[config.mk]
export PLATFORM = sky130hd
export DESIGN_NAME = payload_nfa_engine_flat
export DESIGN_NICKNAME = d
export VERILOG_FILES = /design/src/rtl/payload_nfa_engine_if.sv /design/src/rtl/payload_nfa_engine.sv /design/src/flat_wrapper.sv
export SDC_FILE = /design/constraint.sdc
export NUM_CORES = 1
export LEC_CHECK = 0
export CAP_MARGIN = 20
export CORE_MARGIN = 2
export CORE_UTILIZATION = 30
export CTS_CLUSTER_DIAMETER = 80
export CTS_CLUSTER_SIZE = 40
export DETAILED_ROUTE_END_ITERATION = 7
export PLACE_DENSITY = 0.65
export SLEW_MARGIN = 20
export SYNTH_ARGS = -nofsm -noshare
export SYNTH_HDL_FRONTEND = slang
export SYNTH_SLANG_ARGS = --single-unit
[constraint.sdc]
create_clock -name i_clk -period 1.58 [get_ports i_clk]
set_input_delay 0.158 -clock i_clk [delete_from_list [all_inputs] [get_ports i_clk]]
set_output_delay 0.158 -clock i_clk [all_outputs]
set_load 0.1 [all_outputs]
[src/rtl/payload_nfa_engine_if.sv]
// payload_nfa_engine_if
//   Byte-stream bus between the shared character decoder and one NFA engine.
//   master : decoder side; drives en/class_in, observes the match outputs.
//   slave  : engine side; consumes en/class_in, drives the match outputs.
//   Signals:
//     en            byte valid for the current cycle
//     class_in      class hits for the current byte (one-hot or overlapping)
//     match         sticky match since last start of data
//     match_pulse   end state reached on the last enabled byte
//     match_cnt     saturating count of bytes completing a match
//     first_off     0-based offset of the byte completing the first match
//     first_off_vld first_off valid
interface payload_nfa_engine_if #(
  parameter int NUM_CLASSES = 42,
  parameter int CNT_W       = 8,
  parameter int OFF_W       = 16
);
  logic                   en;
  logic [NUM_CLASSES-1:0] class_in;
  logic                   match;
  logic                   match_pulse;
  logic [CNT_W-1:0]       match_cnt;
  logic [OFF_W-1:0]       first_off;
  logic                   first_off_vld;

  modport master (
    output en, class_in,
    input  match, match_pulse, match_cnt, first_off, first_off_vld
  );

  modport slave (
    input  en, class_in,
    output match, match_pulse, match_cnt, first_off, first_off_vld
  );
endinterface

[src/rtl/payload_nfa_engine.sv]
// payload_nfa_engine
//   One NFA chain of NUM_STATES block states fed by the shared character
//   decoder. State i tracks "pattern elements 1..i matched, ending on the
//   last enabled byte"; a state with a self-loop stays alive while its class
//   keeps hitting (\s+, \d+ style). The last state drives the match outputs.
//   Optional macro PAYLOAD_NFA_MATCH_OFFSET_EN builds the byte offset
//   counter and the first-match offset capture; without it first_off and
//   first_off_vld are constant 0.
// Ports:
//   i_clk   rising-edge clock
//   i_sod   start of data; synchronous active-high reset of all state, wins
//           over en (a byte presented with sod is discarded)
//   nfa_if  slave side of payload_nfa_engine_if (en, class_in in;
//           match, match_pulse, match_cnt, first_off, first_off_vld out)
module payload_nfa_engine #(
  parameter int                          NUM_STATES  = 15,
  parameter int                          NUM_CLASSES = 42,
  parameter int                          CLS_W       = 6,
  parameter logic [NUM_STATES*CLS_W-1:0] CLS_MAP     = '0,
  parameter logic [NUM_STATES-1:0]       LOOP_MASK   = '0,
  parameter bit                          ANCHORED    = 1'b1,
  parameter int                          CNT_W       = 8,
  parameter int                          OFF_W       = 16
) (
  input logic                  i_clk,
  input logic                  i_sod,
  payload_nfa_engine_if.slave  nfa_if
);

  localparam logic [CNT_W-1:0] CNT_MAX = '1;

  if (NUM_STATES < 1 || NUM_STATES > 64) begin : g_bad_depth
    $error("payload_nfa_engine: NUM_STATES=%0d outside 1..64", NUM_STATES);
  end
  if ((2 ** CLS_W) < NUM_CLASSES) begin : g_bad_clsw
    $error("payload_nfa_engine: CLS_W=%0d too narrow for %0d classes", CLS_W, NUM_CLASSES);
  end

  logic [NUM_STATES:1] r_s;      // registered chain states s[1..N]
  logic [NUM_STATES:1] w_nxt;    // next value of every state
  logic                r_first;  // no enabled byte seen since sod
  logic                r_match;
  logic [CNT_W-1:0]    r_cnt;
  logic                w_start;  // s[0]

  // Anchored patterns may only enter the chain on the first byte after sod.
  assign w_start = ANCHORED ? r_first : 1'b1;

  for (genvar i = 1; i <= NUM_STATES; i++) begin : g_state
    localparam int   CLS  = int'(CLS_MAP[(i-1)*CLS_W +: CLS_W]);
    localparam logic LOOP = LOOP_MASK[i-1];
    logic w_prev;

    if (i == 1) begin : g_head
      assign w_prev = w_start;
    end else begin : g_link
      assign w_prev = r_s[i-1];
    end

    if (CLS >= NUM_CLASSES) begin : g_bad_cls
      $error("payload_nfa_engine: state %0d class %0d >= NUM_CLASSES %0d", i, CLS, NUM_CLASSES);
    end else begin : g_ok
      assign w_nxt[i] = nfa_if.class_in[CLS] & (w_prev | (LOOP & r_s[i]));
    end
  end

  always_ff @(posedge i_clk) begin
    if (i_sod) begin
      r_s     <= '0;
      r_first <= 1'b1;
      r_match <= 1'b0;
      r_cnt   <= '0;
    end else if (nfa_if.en) begin
      r_s     <= w_nxt;
      r_first <= 1'b0;
      // Folds in the registered end state, so match trails match_pulse by
      // one enabled byte (same latency as the legacy End_state).
      r_match <= r_match | r_s[NUM_STATES];
      if (w_nxt[NUM_STATES] && (r_cnt != CNT_MAX))
        r_cnt <= r_cnt + 1'b1;
    end
  end

  assign nfa_if.match       = r_match;
  assign nfa_if.match_pulse = r_s[NUM_STATES];
  assign nfa_if.match_cnt   = r_cnt;

`ifdef PAYLOAD_NFA_MATCH_OFFSET_EN
  localparam logic [OFF_W-1:0] OFF_MAX = '1;

  // Offset of the byte currently on class_in; only the capture reads it,
  // so it lives with the capture logic.
  logic [OFF_W-1:0] r_byte_off;
  logic [OFF_W-1:0] r_first_off;
  logic             r_first_off_vld;

  always_ff @(posedge i_clk) begin
    if (i_sod) begin
      r_byte_off      <= '0;
      r_first_off     <= '0;
      r_first_off_vld <= 1'b0;
    end else if (nfa_if.en) begin
      if (r_byte_off != OFF_MAX)
        r_byte_off <= r_byte_off + 1'b1;
      if (w_nxt[NUM_STATES] && !r_first_off_vld) begin
        r_first_off     <= r_byte_off;
        r_first_off_vld <= 1'b1;
      end
    end
  end

  assign nfa_if.first_off     = r_first_off;
  assign nfa_if.first_off_vld = r_first_off_vld;
`else
  assign nfa_if.first_off     = {OFF_W{1'b0}};
  assign nfa_if.first_off_vld = 1'b0;
`endif

endmodule

[src/flat_wrapper.sv]
// flat-port wrapper written by rule: the top's interface ports become plain ports
module payload_nfa_engine_flat 
#(
  parameter int                          NUM_STATES  = 15,
  parameter int                          NUM_CLASSES = 42,
  parameter int                          CLS_W       = 6,
  parameter logic [NUM_STATES*CLS_W-1:0] CLS_MAP     = '0,
  parameter logic [NUM_STATES-1:0]       LOOP_MASK   = '0,
  parameter bit                          ANCHORED    = 1'b1,
  parameter int                          CNT_W       = 8,
  parameter int                          OFF_W       = 16
)
  (i_clk, i_sod, nfa_if_en, nfa_if_class_in, nfa_if_match, nfa_if_match_pulse, nfa_if_match_cnt, nfa_if_first_off, nfa_if_first_off_vld);
  payload_nfa_engine_if #(.NUM_CLASSES(NUM_CLASSES), .CNT_W(CNT_W), .OFF_W(OFF_W)) nfa_if_i ();
  input logic i_clk;
  input logic i_sod;
  input wire logic [$bits(nfa_if_i.en)-1:0] nfa_if_en;
  input wire logic [$bits(nfa_if_i.class_in)-1:0] nfa_if_class_in;
  output wire logic [$bits(nfa_if_i.match)-1:0] nfa_if_match;
  output wire logic [$bits(nfa_if_i.match_pulse)-1:0] nfa_if_match_pulse;
  output wire logic [$bits(nfa_if_i.match_cnt)-1:0] nfa_if_match_cnt;
  output wire logic [$bits(nfa_if_i.first_off)-1:0] nfa_if_first_off;
  output wire logic [$bits(nfa_if_i.first_off_vld)-1:0] nfa_if_first_off_vld;
  assign nfa_if_i.en = nfa_if_en;
  assign nfa_if_i.class_in = nfa_if_class_in;
  assign nfa_if_match = nfa_if_i.match;
  assign nfa_if_match_pulse = nfa_if_i.match_pulse;
  assign nfa_if_match_cnt = nfa_if_i.match_cnt;
  assign nfa_if_first_off = nfa_if_i.first_off;
  assign nfa_if_first_off_vld = nfa_if_i.first_off_vld;
  payload_nfa_engine #(.NUM_STATES(NUM_STATES), .NUM_CLASSES(NUM_CLASSES), .CLS_W(CLS_W), .CLS_MAP(CLS_MAP), .LOOP_MASK(LOOP_MASK), .ANCHORED(ANCHORED), .CNT_W(CNT_W), .OFF_W(OFF_W)) u_core (.i_clk(i_clk), .i_sod(i_sod), .nfa_if(nfa_if_i));
endmodule
==> results of run 1 <==
==> synthesized netlist by cell type (all sizes together) <==
library cell   n  share of area, %
nor2           5               1.6
inv            3              0.93
a41oi          2               1.4
clkbuf         1              0.31
nor2b          4               2.1
a31oi          2               1.0
nand2b         2               1.0
mux2i          1              0.83
a211oi         4               3.3
nand2         14               4.3
dfxtp         25                41
ha             1               1.0
mux2           3               3.7
conb           1              0.31
and3           3               2.1
a21oi         18               7.8
nand3         17               7.4
and4           3               2.4
a21o           1              0.62
buf           24                14
a311oi         2               1.4
nor3           1              0.41
and2           1              0.52
==> tightest hold or removal path, cell delays in order (launching register included) <==
cell	delay, ns
sky130_fd_sc_hd__dfxtp_1	0.32
sky130_fd_sc_hd__nand2_1	0.05
sky130_fd_sc_hd__a21oi_1	0.05
==> cell type report <==
cell class	instances	area (um2)	share of cell area, %
Sequential cell	25	515	34.7
Timing Repair Buffer	17	260	17.5
Inverter	3	11.3	0.759
Multi-Input combinational cell	101	587	39.5
Clock buffer	3	41.3	2.78
Clock inverter	1	6.26	0.422
Tap cell	50	62.6	4.22
==> cell usage in the layout, fill, tap and decap left out, types with 2 or more instances in the layout <==
master and n:
sky130_fd_sc_hd__a211oi_1 2, sky130_fd_sc_hd__a211oi_2 2, sky130_fd_sc_hd__a21oi_1 17, sky130_fd_sc_hd__a311oi_1 2
sky130_fd_sc_hd__a31oi_1 2, sky130_fd_sc_hd__a41oi_1 2, sky130_fd_sc_hd__and4_1 2, sky130_fd_sc_hd__buf_12 10
sky130_fd_sc_hd__buf_4 4, sky130_fd_sc_hd__clkbuf_8 3, sky130_fd_sc_hd__clkdlybuf4s50_1 3, sky130_fd_sc_hd__conb_1 17
sky130_fd_sc_hd__dfxtp_1 17, sky130_fd_sc_hd__dfxtp_2 6, sky130_fd_sc_hd__dfxtp_4 2, sky130_fd_sc_hd__inv_1 2
sky130_fd_sc_hd__mux2_4 3, sky130_fd_sc_hd__nand2_1 14, sky130_fd_sc_hd__nand2b_1 2, sky130_fd_sc_hd__nand3_1 16
sky130_fd_sc_hd__nor2_1 5, sky130_fd_sc_hd__nor2b_1 4
==> registers in the layout (all words and copies together), names as in the netlist <==
register / flops
u_core.nfa_if.match: 1
u_core.r_s: 15
u_core.g_state.w_prev: 1
u_core.nfa_if.match_cnt: 8
==> power by group through the flow <==
stage | combinational, mW | clock [mW] | sequential, mW
2_1_floorplan | 0.244 | 0 | 0.646
3_3_place_gp | 0.224 | 0 | 0.646
3_5_place_dp | 0.224 | 0 | 0.646
4_1_cts | 0.224 | 0.403 | 0.631
5_1_grt | 0.234 | 0.432 | 0.632
6_report | 0.225 | 0.388 | 0.631
==> kinds of logic (layout without fill, tap and decap cells) <==
family	after synthesis	after routing	share of synthesized area [%]
flops	25	25	41.4
compound gates	29	29	15.6
fa+ha+maj	1	1	1.03
other cells	1	17	0.310
buf+inv	28	24	15.3
simple gates	50	50	21.8
mux	4	4	4.55
==> through the flow <==
| stage | area, um2 | setup WS (ns) |
|---|---|---|
| 2_1_floorplan | 1290 | 0.0156 |
| 3_3_place_gp | 1440 | 0.0777 |
| 3_5_place_dp | 1440 | 0.0640 |
| 4_1_cts | 1480 | 0.117 |
| 5_1_grt | 1480 | 0.0579 |
| 6_report | 1480 | 0.123 |
==> how the worst min path moves through the flow <==
| stage | slack [ns] | end | depth (start not counted) |
|---|---|---|---|
| after floorplan | 0.40 | u_core.nfa_if.match_cnt[6]$_SDFFE_PP0P_ | 2 |
| after global placement | 0.44 | u_core.g_state[1].w_prev$_SDFFE_PP1P_ | 1 |
| after detailed placement | 0.45 | u_core.r_s[10]$_SDFFE_PP0P_ | 2 |
| after CTS | 0.47 | u_core.r_s[10]$_SDFFE_PP0P_ | 2 |
| after global routing | 0.47 | u_core.r_s[10]$_SDFFE_PP0P_ | 2 |
| final | 0.46 | u_core.r_s[10]$_SDFFE_PP0P_ | 2 |
==> per-layer routing <==
metal  up-vias  share of wire [%]
li1        473                  -
met1       419                 50
met2        22                 44
met3         4                4.2
met4         0                2.6
met5         -                  0
==> impl_table.tex, run 1 <==
\begin{tabular}{lr}
\hline
Metric & Value \\
\hline
\multicolumn{2}{l}{\textbf{Critical path}} \\
Crit end category & flip-flop \\
R2R setup slack & 0.12 ns \\
Worst reg2reg path startpoint & u\_core.nfa\_if.match\_cnt[0]\$\_SDFFE\_PP0P\_ \\
Critical Path Fanout Max & 6 \\
Start point of the critical path & u\_core.nfa\_if.match\_cnt[0]\$\_SDFFE\_PP0P\_ \\
Worst path max stage delay & 0.38 ns \\
Required @ worst endpoint & 1.74 ns \\
Arrival time at the worst endpoint & about 1.6 ns \\
Number of stages on the worst setup path & 4 \\
Capturing instance or port of the critical path & u\_core.nfa\_if.match\_cnt[2]\$\_SDFFE\_PP0P\_ \\
Critical Path, Cell by Cell & ha\_2 > and4\_4 > a211oi\_2 > mux2\_4 \\
Crit-path slowest cell & sky130\_fd\_sc\_hd\_\_dfxtp\_4 \\
Reg-to-reg endpoint & u\_core.nfa\_if.match\_cnt[2]\$\_SDFFE\_PP0P\_ \\
Type of the worst setup path & reg -> reg \\
Worst R2R Path Depth & 4 \\
Count of buffer and inverter cells on the critical path & 0 \\
CP delay by family, top & flip-flops \\
Startpoint types & flip-flop \\
\multicolumn{2}{l}{\textbf{Detailed routing}} \\
Final WL & between 2 and 2.5 mm \\
First drt pass iteration count & 4 \\
Number of DRC markers after the initial detailed-route iteration & between 70 and 80 \\
Average wire per cell in the routed design & approximately 11 um \\
Via count normalized by instance count & 4.59 \\
Vias after detailed routing & 918 \\
DR DRC count & 0 \\
Number of nets with antenna violations after detailed routing & 0 \\
\multicolumn{2}{l}{\textbf{Die}} \\
Vertical die dimension & 67.5 um \\
Row count & 23 \\
Overall die width & roughly 68 um \\
Effective utilization at floorplan & a little under a third \\
CORE AREA & 3940 um2 \\
I/O pin cnt & between 70 and 80 \\
Die area & 4560 um2 \\
\multicolumn{2}{l}{\textbf{Pwr}} \\
Clock network power share & a little under a third \\
Power density over the cells & between 800 and 900 nW/um2 \\
Leak pwr & 0.529 nW \\
Sequential power share & about 50\% \\
Total Power Consumption & roughly 1.2 mW \\
Switching power share of the total & 33.5\% \\
Switching power & about 420 uW \\
Peak supply drop & about 0.00026 V \\
Internal power & slightly above 800 uW \\
Gate power share & a little under a fifth \\
\multicolumn{2}{l}{\textbf{Clock network}} \\
CTS clk-pin slew, worst paths & roughly 0.09 ns \\
Setup bufs post-CTS & 0 \\
Sink Count & 25 \\
Max clock buf depth & 2 \\
Post-cts repair resize count & 0 \\
Number of hold buffers added after cts & 0 \\
Total clock buffers created by CTS & 3 \\
Number of levels the H-tree was split into & 1 \\
Clock latency reported for the late side of the worst-skew pair & 0.27 ns \\
Clock root buffer & sky130\_fd\_sc\_hd\_\_clkbuf\_8 \\
TritonCTS clock tree & built \\
\multicolumn{2}{l}{\textbf{Synthesis}} \\
Number of warnings reported in the yosys synthesis log & 0 \\
Synthesized netlist cell count & roughly 140 \\
Sequential fraction of the synthesis area & about 41\% \\
Post-Syn Area per Cell & 8.77 um2 \\
Count of cell types in the netlist & 33 \\
Yosys reg bits & 25 \\
Synthesized cell area & around 1200 um2 \\
\multicolumn{2}{l}{\textbf{Global route}} \\
GRT overflow & 0 \\
Number of global-route vias before repair & 818 \\
Met1 capacity usage during global routing & between 15 and 20\% \\
Most Crowded Layer GR & met1 \\
Total Routing Usage GR & a little under an eighth \\
Pin count of the biggest net entering global routing & 18 \\
M3 GR Usage & roughly 2.8\% \\
Met2 Resource Use GR & between 10\% and 20\% \\
Antenna violations before repair & 0 \\
First-pass GRT wire length & $\sim$3.8 mm \\
\multicolumn{2}{l}{\textbf{Place}} \\
HPWL after detailed placement & about 1.5 mm \\
RePlAce Congestion & 0.799 \\
Count of input and output buffers & 13 \\
Placed insts & around 200 \\
\multicolumn{2}{l}{\textbf{Layout}} \\
Fraction of layout instances using a drive strength above 1 & roughly 25\% \\
Area added between synthesis and finish & 22.6\% \\
Post-layout util & $\sim$38\% \\
Post-layout nets & 197 \\
Number of fill cells in the layout & about 390 \\
Non-filler instance count after layout & 200 \\
Number of diodes added for antenna fixing & 0 \\
\multicolumn{2}{l}{\textbf{Job}} \\
Max Cap Violations & 0 \\
\multicolumn{2}{l}{\textbf{Timing}} \\
Achievable clock frequency & about 690 MHz \\
Number of endpoints with negative hold slack in the final report & 0 \\
Final setup fails & 0 \\
Minimum hold slack & between 0.4 and 0.5 ns \\
Setup TNS after final layout & 0 ns \\
Clock skew after layout & 0.00579 ns \\
Min Clock Period, post-route & about 1.5 ns \\
RSZ-0062 raised after global routing & false \\
Final slew viol count & 0 \\
Share of the cycle needed by the critical path after routing & slightly above 90\% \\
\multicolumn{2}{l}{\textbf{Worst hold path}} \\
Worst min-delay path class & reg -> reg \\
Hold\_sp & u\_core.r\_s[10]\$\_SDFFE\_PP0P\_ \\
\multicolumn{2}{l}{\textbf{Run status}} \\
Outcome & completed \\
\hline
\end{tabular}
No activity file was read; power rests on OpenSTA's default activity.
==> run 2: changes to the inputs <==
Settings changed: CTS_BUF_LIST set to sky130_fd_sc_hd__clkbuf_8, TNS_END_PERCENT set to 100.
==> results of run 2 <==
No change in the layout: final DEF, timing and power equal those of run 1.
==> run 3: changes to the inputs <==
--- a/config.mk
+++ b/config.mk
@@ -7,2 +7,3 @@
 export LEC_CHECK = 0
+export ABC_AREA = 1
 export CAP_MARGIN = 20
--- a/constraint.sdc
+++ b/constraint.sdc
@@ -3,2 +3,2 @@
 set_output_delay 0.158 -clock i_clk [all_outputs]
-set_load 0.1 [all_outputs]
+set_load 0.01 [all_outputs]
==> run 3 against run 2 <==
  * Cell count up 12%
  * Critical path depth down 3
  * Design area down 8.4%
  * Via count down 0.33%
  * Sequential share of layout area up 2.1 points
  * Synthesized cell count up 17%
  * Register-to-register slack better by 0.13 ns
==> impl_table.tex, run 3 <==
\begin{tabular}{lr}
\hline
Metric & Value \\
\hline
\multicolumn{2}{l}{\textbf{Run status}} \\
Outcome & completed \\
\multicolumn{2}{l}{\textbf{Pwr}} \\
Total Power Consumption & 1.08 mW (-13\%) \\
Peak supply drop & 0.000426 V (+65\%) \\
Leak pwr & 0.524 nW (-0.94\%) \\
Power density over the cells & 792 nW/um2 (-5.4\%) \\
\multicolumn{2}{l}{\textbf{Synthesis}} \\
Compound-Gate Fraction of Synth Area & 8.78\% (-6.8 points) \\
Leading cell types by count after synthesis & sky130\_fd\_sc\_hd\_\_nand2\_1, sky130\_fd\_sc\_hd\_\_dfxtp\_1, sky130\_fd\_sc\_hd\_\_a21oi\_1 \\
Synthesized cell area & 1180 um2 (-2.3\%) \\
Cell taking the most area after synthesis & sky130\_fd\_sc\_hd\_\_dfxtp\_1 \\
Post-synthesis mux area share & 0\% (-4.6 points) \\
Leading cell types by total area after synthesis & sky130\_fd\_sc\_hd\_\_dfxtp\_1, sky130\_fd\_sc\_hd\_\_nand2\_1, sky130\_fd\_sc\_hd\_\_buf\_4 \\
Share of synthesized cell area in and, or, nand and nor gates & 30.4\% (+8.6 points) \\
Fraction of synthesized cell area taken by the top area cell type & 42.3\% (+0.96 points) \\
Commonest register cell after synthesis & sky130\_fd\_sc\_hd\_\_dfxtp\_1 \\
Post-Syn Area per Cell & 7.34 um2 (-16\%) \\
Largest family of logic cells by synthesized area & simple AND/OR/NAND/NOR gates \\
Number of warnings reported in the yosys synthesis log & 0 (unchanged) \\
Count of cell types in the netlist & 20 (-39\%) \\
Xor and xnor fraction of the mapped netlist area & 0.741\% (+0.74 points) \\
Number of flops mapped to enable cells by yosys & 0 (unchanged) \\
Post-synthesis share of cell area spent on full adders, half adders and majority gates & 1.06\% (+0.024 points) \\
Most repeated cell in the gate-level netlist after synthesis & sky130\_fd\_sc\_hd\_\_nand2\_1 \\
Sequential fraction of the synthesis area & 42.3\% (+0.96 points) \\
Share of async-settable or async-resettable flops after synthesis & 0\% (unchanged) \\
Yosys reg bits & 25 (unchanged) \\
Synthesized netlist cell count & 161 (+17\%) \\
\multicolumn{2}{l}{\textbf{Timing}} \\
RSZ-0062 raised after global routing & false \\
Clock skew after layout & 0.00455 ns (-0.00124 ns) \\
Number of endpoints with negative hold slack in the final report & 0 (unchanged) \\
Final slew viol count & 0 (unchanged) \\
Achievable clock frequency & 694 MHz (+1.1\%) \\
Setup slack after layout & 0.139 ns (+0.0163 ns) \\
Setup TNS after final layout & 0 ns (unchanged) \\
Final setup fails & 0 (unchanged) \\
Min Clock Period, post-route & 1.44 ns (-0.0163 ns) \\
Minimum hold slack & 0.453 ns (-0.00989 ns) \\
Share of the cycle needed by the critical path after routing & 91.2\% (-1.0 points) \\
\multicolumn{2}{l}{\textbf{Critical path}} \\
Required @ worst endpoint & 1.42 ns (-0.32 ns) \\
Crit end category & primary output \\
Worst reg2reg path startpoint & u\_core.nfa\_if.match\_cnt[0]\$\_SDFFE\_PP0P\_ \\
Capturing instance or port of the critical path & nfa\_if\_match\_cnt[2] \\
R2R setup slack & 0.25 ns (+0.13 ns) \\
Type of the worst setup path & reg -> out \\
Startpoint types & flip-flop \\
Critical Path Fanout Max & 6 (unchanged) \\
Worst path max stage delay & 0.57 ns (+0.19 ns) \\
Critical Path, Cell by Cell & clkdlybuf4s50\_1 \\
Crit-path slowest cell & sky130\_fd\_sc\_hd\_\_clkdlybuf4s50\_1 \\
Start point of the critical path & u\_core.nfa\_if.match\_cnt[2]\$\_SDFFE\_PP0P\_ \\
Reg-to-reg endpoint & u\_core.nfa\_if.match\_cnt[7]\$\_SDFFE\_PP0P\_ \\
Number of stages on the worst setup path & 1 (-3) \\
Worst R2R Path Depth & 8 (+4) \\
Count of buffer and inverter cells on the critical path & 1 (+1) \\
CP delay by family, top & buffers and inverters \\
Arrival time at the worst endpoint & 1.28 ns (-0.34 ns) \\
\multicolumn{2}{l}{\textbf{Layout}} \\
Commonest cells after routing, fill and taps aside & sky130\_fd\_sc\_hd\_\_nand2\_1, sky130\_fd\_sc\_hd\_\_dfxtp\_1, sky130\_fd\_sc\_hd\_\_a21oi\_1 \\
Number of fill cells in the layout & 401 (+3.1\%) \\
Number of diodes added for antenna fixing & 0 (unchanged) \\
Register with the most flip-flops & u\_core.r\_s \\
Post-layout nets & 223 (+13\%) \\
Flip-flop count of the largest register, all copies and words added & 15 (unchanged) \\
Fraction of layout instances using a drive strength above 1 & 9.09\% (-16 points) \\
Post-route cell area & 1360 um2 (-8.4\%) \\
Area added between synthesis and finish & 14.9\% \\
Most common library cell in the layout ignoring fill and taps & sky130\_fd\_sc\_hd\_\_nand2\_1 \\
\multicolumn{2}{l}{\textbf{Global route}} \\
First-pass GRT wire length & 2.99 mm (-22\%) \\
Total Routing Usage GR & 9.00\% (-2.4 points) \\
Pin count of the biggest net entering global routing & 17 (-1) \\
Number of global-route vias before repair & 694 (-15\%) \\
Antenna violations before repair & 0 (unchanged) \\
GRT overflow & 0 (unchanged) \\
\multicolumn{2}{l}{\textbf{Job}} \\
Max Cap Violations & 0 (unchanged) \\
\multicolumn{2}{l}{\textbf{Die}} \\
I/O pin cnt & 72 (unchanged) \\
Die area & 4460 um2 (-2.1\%) \\
Vertical die dimension & 66.8 um (-1.1\%) \\
Row count & 22 (-4.3\%) \\
Effective utilization at floorplan & 31.8\% (+1.1 points) \\
CORE AREA & 3720 um2 (-5.7\%) \\
Overall die width & 66.8 um (-1.1\%) \\
\multicolumn{2}{l}{\textbf{Place}} \\
RePlAce Congestion & 0.718 (-10\%) \\
HPWL after detailed placement & 1.43 mm (-6.7\%) \\
Placed cell area & 1310 um2 (-8.8\%) \\
Worst setup timing slack at the placement stage & 0.142 ns (+0.0784 ns) \\
Count of input and output buffers & 13 (unchanged) \\
\multicolumn{2}{l}{\textbf{Clock network}} \\
TritonCTS clock tree & built \\
Number of levels the H-tree was split into & 1 (unchanged) \\
Total clock buffers created by CTS & 3 (unchanged) \\
CTS clk-pin slew, worst paths & 0.09 ns (about the same) \\
Setup bufs post-CTS & 0 (unchanged) \\
Max clock buf depth & 2 (unchanged) \\
Number of hold buffers added after cts & 0 (unchanged) \\
Clock root buffer & sky130\_fd\_sc\_hd\_\_clkbuf\_8 \\
Sink Count & 25 (unchanged) \\
Clock latency reported for the late side of the worst-skew pair & 0.27 ns (about the same) \\
Post-cts repair resize count & 0 (unchanged) \\
\multicolumn{2}{l}{\textbf{Detailed routing}} \\
Via count normalized by instance count & 4.08 (-11\%) \\
DR DRC count & 0 (unchanged) \\
Final WL & 1.93 mm (-15\%) \\
First drt pass iteration count & 4 (unchanged) \\
Vias after detailed routing & 915 (-0.33\%) \\
Number of nets with antenna violations after detailed routing & 0 (unchanged) \\
Average wire per cell in the routed design & 8.59 um (-24\%) \\
Number of DRC markers after the initial detailed-route iteration & 66 (-7.0\%) \\
\multicolumn{2}{l}{\textbf{Worst hold path}} \\
Hold path depth & 2 (unchanged) \\
Worst min-delay path class & reg -> reg \\
\hline
\end{tabular}
-- run 3: cell count changes in the layout (fill, tap and decap cells not counted), sizes merged, moves of 3 or more --
cell,before,now
nand2,14,53
buf,14,4
clkdlybuf4s50,3,13
nor2,5,15
nand3,17,8
inv,4,11
a211oi,4,0
nor2b,4,0
and3,3,0
and4,3,0
mux2,3,0
nand4,0,3
-- run 3: power breakdown --
group | switching [mW] | internal (mW)
Sequential | 0.00168 | 0.633
Combinational | 0.0449 | 0.0172
Clock | 0.201 | 0.179
Total | 0.248 | 0.829
-- run 3: area by class of cell --
type,instances,area [um2],area share (%)
multi-input cells,119,548,40.3
flip-flops and latches,25,500,36.8
repair buffers,17,160,11.8
well taps,48,60.1,4.42
clock buffers,3,41.3,3.04
inverters,11,41.3,3.04
clock inverters,1,7.51,0.552
-- run 3: how the worst min path moves through the flow --
stage,startpoint,endpoint,slack (ns)
6_report,u_core.g_state[1].w_prev$_SDFFE_PP1P_,u_core.g_state[1].w_prev$_SDFFE_PP1P_,0.45
3_5_place_dp,u_core.g_state[1].w_prev$_SDFFE_PP1P_,u_core.g_state[1].w_prev$_SDFFE_PP1P_,0.44
5_1_grt,u_core.r_s[9]$_SDFFE_PP0P_,u_core.r_s[9]$_SDFFE_PP0P_,0.48
4_1_cts,u_core.g_state[1].w_prev$_SDFFE_PP1P_,u_core.g_state[1].w_prev$_SDFFE_PP1P_,0.46
3_3_place_gp,u_core.g_state[1].w_prev$_SDFFE_PP1P_,u_core.g_state[1].w_prev$_SDFFE_PP1P_,0.43
2_1_floorplan,i_sod,u_core.r_s[10]$_SDFFE_PP0P_,0.23
-- run 3: kinds of logic after synthesis --
| group | after synthesis |
|---|---|
| AND/OR/NAND/NOR | 80 |
| AO/OA/AOI/OAI | 20 |
| flip-flops | 25 |
| XOR/XNOR | 1 |
| buffers and inverters | 33 |
| adder cells (fa/ha/maj) | 1 |
| other | 1 |
-- run 3: routing by layer --
metal	vias to the layer above	share of wire [%]	global-route usage [%]
met3	4	5.0	3.55
met4	0	1.5	3.83
met1	390	48	10.5
met5	-	0	0
met2	20	45	14.5
li1	501	-	-
-- run 3: through the flow --
step / std cells / util [%]
finish: 224 / 36.6
global route: 224 / 36.6
CTS: 224 / 36.6
detailed placement: 220 / 35.3
global placement: 220 / 35.3
floorplan: 177 / -
